**src/rtl/program_counter_ras.sv**
```systemverilog
// rtl/program_counter_ras.sv - program counter with next-PC select, return-address stack and exception PC
//
// Holds the fetch address and selects the next PC on pc_write from one of:
// sequential, relative branch, absolute jump, register, return (RAS top) or
// exception vector. Calls push PC+INC onto a circular return-address stack;
// exceptions capture the faulting PC and a cause code.
//
// Ports:
//   clk          in   1      rising-edge clock
//   reset        in   1      synchronous active-high reset
//   pc_write     in   1      update enable; 0 holds all state
//   pc_src       in   3      0 seq, 1 branch, 2 jump, 3 reg, 4 return, 5 exception, 6/7 hold
//   branch_off   in   WIDTH  signed byte offset added to pc
//   jump_target  in   WIDTH  absolute target for jump
//   reg_target   in   WIDTH  register target for reg
//   call         in   1      push pc+INC (jump/reg only, not on exception)
//   pc           out  WIDTH  current PC
//   epc          out  WIDTH  PC of the last excepting instruction
//   exc_cause    out  2      0 none, 1 requested, 2 misaligned, 3 RAS underflow
//   ras_empty    out  1      stack count == 0
//   ras_full     out  1      stack count == RAS_DEPTH
//   ras_overflow out  1      sticky: a push overwrote the oldest entry

module program_counter_ras #(
   parameter int                WIDTH        = 32,
   parameter logic [WIDTH-1:0]  RESET_VECTOR = '0,
   parameter logic [31:0]       EXC_VECTOR   = 32'h0000_0080,
   parameter int                INC          = 4,
   parameter int                RAS_DEPTH    = 4
) (
   input  logic             clk,
   input  logic             reset,
   input  logic             pc_write,
   input  logic [2:0]       pc_src,
   input  logic [WIDTH-1:0] branch_off,
   input  logic [WIDTH-1:0] jump_target,
   input  logic [WIDTH-1:0] reg_target,
   input  logic             call,
   output logic [WIDTH-1:0] pc,
   output logic [WIDTH-1:0] epc,
   output logic [1:0]       exc_cause,
   output logic             ras_empty,
   output logic             ras_full,
   output logic             ras_overflow
);

   localparam int PTR_W = $clog2(RAS_DEPTH);
   localparam int CNT_W = PTR_W + 1;

   localparam logic [WIDTH-1:0] INC_W      = WIDTH'(INC);
   localparam logic [WIDTH-1:0] ALIGN_MASK = WIDTH'(INC - 1);
   localparam logic [WIDTH-1:0] EXC_PC     = WIDTH'(EXC_VECTOR);
   localparam logic [CNT_W-1:0] DEPTH_C    = CNT_W'(RAS_DEPTH);

   localparam logic [2:0] SRC_SEQ    = 3'd0;
   localparam logic [2:0] SRC_BRANCH = 3'd1;
   localparam logic [2:0] SRC_JUMP   = 3'd2;
   localparam logic [2:0] SRC_REG    = 3'd3;
   localparam logic [2:0] SRC_RET    = 3'd4;
   localparam logic [2:0] SRC_EXC    = 3'd5;

   localparam logic [1:0] CAUSE_REQ       = 2'd1;
   localparam logic [1:0] CAUSE_MISALIGN  = 2'd2;
   localparam logic [1:0] CAUSE_UNDERFLOW = 2'd3;

   // Circular stack: wr_ptr is the next slot to write, so the top lives at
   // wr_ptr-1. On a full push the write lands on the oldest entry, which is
   // exactly the overwrite-oldest behaviour wanted.
   logic [WIDTH-1:0] entries [RAS_DEPTH];
   logic [PTR_W-1:0] wr_ptr;
   logic [PTR_W-1:0] top_idx;
   logic [CNT_W-1:0] ras_count;

   logic [WIDTH-1:0] seq_pc;
   logic [WIDTH-1:0] next_pc;
   logic             take_exc;
   logic [1:0]       cause;
   logic             do_push;
   logic             do_pop;
   logic             target_src;

   assign top_idx   = wr_ptr - PTR_W'(1);
   assign ras_empty = (ras_count == '0);
   assign ras_full  = (ras_count == DEPTH_C);

   always_comb begin
      seq_pc     = pc + INC_W;
      next_pc    = pc;
      take_exc   = 1'b0;
      cause      = 2'd0;
      do_push    = 1'b0;
      do_pop     = 1'b0;
      target_src = (pc_src == SRC_BRANCH) || (pc_src == SRC_JUMP) || (pc_src == SRC_REG);

      case (pc_src)
         SRC_SEQ:    next_pc = seq_pc;
         SRC_BRANCH: next_pc = pc + branch_off;
         SRC_JUMP:   next_pc = jump_target;
         SRC_REG:    next_pc = reg_target;
         SRC_RET: begin
            if (ras_count == '0) begin
               take_exc = 1'b1;
               cause    = CAUSE_UNDERFLOW;
            end else begin
               next_pc = entries[top_idx];
               do_pop  = 1'b1;
            end
         end
         SRC_EXC: begin
            take_exc = 1'b1;
            cause    = CAUSE_REQ;
         end
         default:    next_pc = pc;   // reserved selects hold everything
      endcase

      if (target_src && ((next_pc & ALIGN_MASK) != '0)) begin
         take_exc = 1'b1;
         cause    = CAUSE_MISALIGN;
      end

      // A faulting call must not leave a stale return address behind.
      if (!take_exc && call && ((pc_src == SRC_JUMP) || (pc_src == SRC_REG)))
         do_push = 1'b1;

      if (take_exc)
         next_pc = EXC_PC;
   end

   always_ff @(posedge clk) begin
      if (reset) begin
         pc           <= RESET_VECTOR;
         epc          <= '0;
         exc_cause    <= 2'd0;
         wr_ptr       <= '0;
         ras_count    <= '0;
         ras_overflow <= 1'b0;
         for (int i = 0; i < RAS_DEPTH; i++)
            entries[i] <= '0;
      end else if (pc_write) begin
         pc <= next_pc;
         if (take_exc) begin
            epc       <= pc;
            exc_cause <= cause;
         end
         if (do_push) begin
            entries[wr_ptr] <= seq_pc;
            wr_ptr          <= wr_ptr + PTR_W'(1);
            if (ras_count == DEPTH_C)
               ras_overflow <= 1'b1;
            else
               ras_count <= ras_count + CNT_W'(1);
         end else if (do_pop) begin
            wr_ptr    <= top_idx;
            ras_count <= ras_count - CNT_W'(1);
         end
      end
   end

endmodule
```
**config.mk**
```make
export PLATFORM = sky130hd
export DESIGN_NAME = program_counter_ras
export DESIGN_NICKNAME = d
export VERILOG_FILES = /design/src/rtl/program_counter_ras.sv
export SDC_FILE = /design/constraint.sdc
export NUM_CORES = 1
export LEC_CHECK = 0
export BUFFER_PORTS_ARGS = -buffer_cell sky130_fd_sc_hd__buf_4
export CAP_MARGIN = 20
export CORE_UTILIZATION = 40
export DETAILED_ROUTE_END_ITERATION = 10
export PLACE_DENSITY = 0.57
export SYNTH_ARGS = -nofsm -noshare
export SYNTH_HDL_FRONTEND = slang
export SYNTH_SLANG_ARGS = --single-unit
```
**constraint.sdc**
```tcl
create_clock -name clk -period 8.2 [get_ports clk]
set_clock_uncertainty 0.15 [all_clocks]
set_input_delay 0.82 -clock clk [delete_from_list [all_inputs] [get_ports clk]]
set_output_delay 0.82 -clock clk [all_outputs]
set_load 0.005 [all_outputs]
```
==> metrics.md <==
| Metric | Value |
|---|---|
| Number of global-route vias before repair | 9010 |
| NumNets Final | 1421 |
| Die Width | 170 um |
| Crit-path most repeated cell | buf_4 |
| DR iter-0 viols | 866 |
| Req. time, crit path | 8.17 ns |
| Final WL | 34.7 mm |
| Worst-Margin Slew | 1.08 ns |
| PortBufs | 171 |
| Slew headroom | 0.278 |
| Fraction of layout instances using a drive strength above 1 | 0.234 |
| Crit Path Class | reg2reg |
| GP Congestion | 0.934 |
| Gr usage total | 0.240 |
| Status | finished clean |
| Worst slack, placed | 3.39 ns |
| Fmax | 214 MHz |
| MaxCap Viol Count | 0 |
| Synthesis-to-layout area growth | 18.9% |
| Minimum clock period | 4.67 ns |
| Dpl cells | 1643 |
| Crit path capture type | flop |
| Post-CTS Hold Fix Bufs | 0 |
| Crit share post-route | 0.570 |
| Antenna-violating nets left | 0 |
| CTS HTree Levels | 4 |
| Final setup viols | 0 |
| EDFF count, synth | 128 |
| First drt pass iteration count | 5 |
| Dpl hpwl | 24.8 mm |
| Pleak | 5.07 nW |
| Synthesized instance count | 1150 |
| Fin util | 0.484 |
| Top post-synthesis cells by area | edfxtp_1, dfxtp_1, mux4_2 |
| Syn Nets | 1287 |
| CTS resizes | 0 |
| Post-Syn Area per Cell | 9.86 um2 |
| Fin cells | 1675 |
| Worst path slowest cell | dfxtp_2 |
| WHS | 0.306 ns |
| Async set-reset flop share out of synthesis | 0 |
| Worst hold path class | reg2reg |
| Pwr Total | 2.22 mW |
| Worst-path fanout max | 64 |
| Die height | 170 um |
| Max incr delay on CP | 0.66 ns |
| Synth top area share | 0.339 |
| Largest net degree at the start of global routing | 70 |
| Clock-pin transition on the worst setup and hold timing paths | 0.07 ns |
| Area taken by flip-flops and latches | 5290 um2 |
| Number of synthesis warnings | 0 |
| Area after DPL | 12900 um2 |
| WL per Instance | 20.7 um |
| First-pass GRT wire length | 52.1 mm |
| Most common cell after layout, fill and taps aside | buf_4 |
| CORE AREA | 27900 um2 |
| RSZ-0062 raised after global routing | false |
| Fill cells | 2660 |
| Initial Utilization | 0.407 |
| CP arrival | 4.64 ns |
| Clock buffer count from CTS | 17 |
| Area of the multi-input gates | 5640 um2 |
| Mapped cell area | 11300 um2 |
| Distinct cells, synth | 68 |
| Final Max Slew Viols | 0 |
| Most frequent cells in the layout | buf_4, nand2_1, edfxtp_1 |
| Worst skew pair latency | 0.44 ns |
| Primary FF master, synth | edfxtp_1 |
| CP cell instances | buf_4, mux4_2, nand3_1, o211ai_1, nor3_4, nand3_2, buf_4, or3_1, nand2_1, buf_4 |
| Io pins | 172 |
| Power Dens Cells | 165 nW/um2 |
| Site row count | 61 |
| Sequential-to-total area share from yosys stat | 0.466 |
| Max Root-Sink Buffers | 2 |
| Final hold vios | 0 |
| Congestion Overflow GR | 0 |
| Final worst setup slack | 3.53 ns |
| Antenna violations before repair | 0 |
| CTS root buffer | clkbuf_16 |
| Drc violations | 0 |
| CTS tree | built |
| Peak VDD IR | 0.000129 V |
| Die ar. | 29000 um2 |
| Startpoint class of the critical path | flop |
| Setup TNS | 0 ns |
| Setup Buffers After CTS | 0 |
| Via count | 9426 |
| Fin area | 13500 um2 |
| Seq cells post-synth | 200 |
| Vias per cell | 5.63 |
| Synth area leader | edfxtp_1 |
| Clock sink total | 200 |
[layout make-up]
type	count	area share
inverter	29	0.00808
clock buffer	18	0.0318
sequential	200	0.392
clock inverter	13	0.00993
antenna	1	0.000186
tap	378	0.0351
timing repair buffer	187	0.104
multi-input combinational	849	0.418
[cell families after synthesis]
family                     count (synthesis)  share of synthesized area
buffers and inverters                    101                     0.0376
muxes                                     71                     0.0990
adders and majority gates                 34                     0.0389
and+or+nand+nor                          428                      0.175
DFF                                      200                      0.466
xor gates and xnor gates                  51                     0.0394
AOI/OAI and AO/OA                        265                      0.144
[power breakdown]
group,switching (mW),total (mW),internal (mW)
sequential,0.0206,1.12,1.10
clock,0.422,0.826,0.404
combinational,0.162,0.275,0.113
total,0.605,2.22,1.61
[worst max-delay path, delay by kind of cell (launching register included)]
family | cells | cell delay, ns
AOI/OAI and AO/OA | 1 | 0.18
and+or+nand+nor | 5 | 1.47
muxes | 1 | 0.56
buffers and inverters | 3 | 1.26
DFF | 1 | 0.66
[layer usage]
| layer | global-route usage | share of wire | up-vias | routed length [um] |
|---|---|---|---|---|
| met4 | 0.0744 | 0.021 | 0 | 738 |
| li1 | - | - | 4496 | - |
| met2 | 0.370 | 0.45 | 345 | 15600 |
| met3 | 0.0298 | 0.061 | 42 | 2120 |
| met1 | 0.351 | 0.47 | 4543 | 16200 |
| met5 | 0 | 0 | - | 0 |
[flip-flops by register name, summed over array words and instances (netlist names)]
register	count
entries	128
epc	32
pc	32
ras_count	3
exc_cause	2
wr_ptr	2
ras_overflow	1
[final timing paths]
check                              start  slack [ns]  cells past startpoint                          end
setup / recovery  wr_ptr[0]$_SDFFE_PP0P_        3.53                     10  entries[0][5]$_SDFFCE_PN0P_
hold / removal      epc[24]$_SDFFE_PP0P_        0.31                      2         epc[24]$_SDFFE_PP0P_
setup reg to reg  wr_ptr[0]$_SDFFE_PP0P_        3.53                     10  entries[0][5]$_SDFFCE_PN0P_
hold reg to reg     epc[24]$_SDFFE_PP0P_        0.31                      2         epc[24]$_SDFFE_PP0P_
[synth_stat cells (20+ instances only)]
cell and instances:
a21oi_1 98, clkbuf_1 49, dfxtp_1 72, edfxtp_1 128, ha_1 32, inv_1 28, mux2i_1 30, mux4_2 32
nand2_1 142, nand3_1 23, nor2_1 117, nor2_2 20, nor3_1 53, o21ai_0 63, xor2_1 34
(Power assumes the default switching activity.)
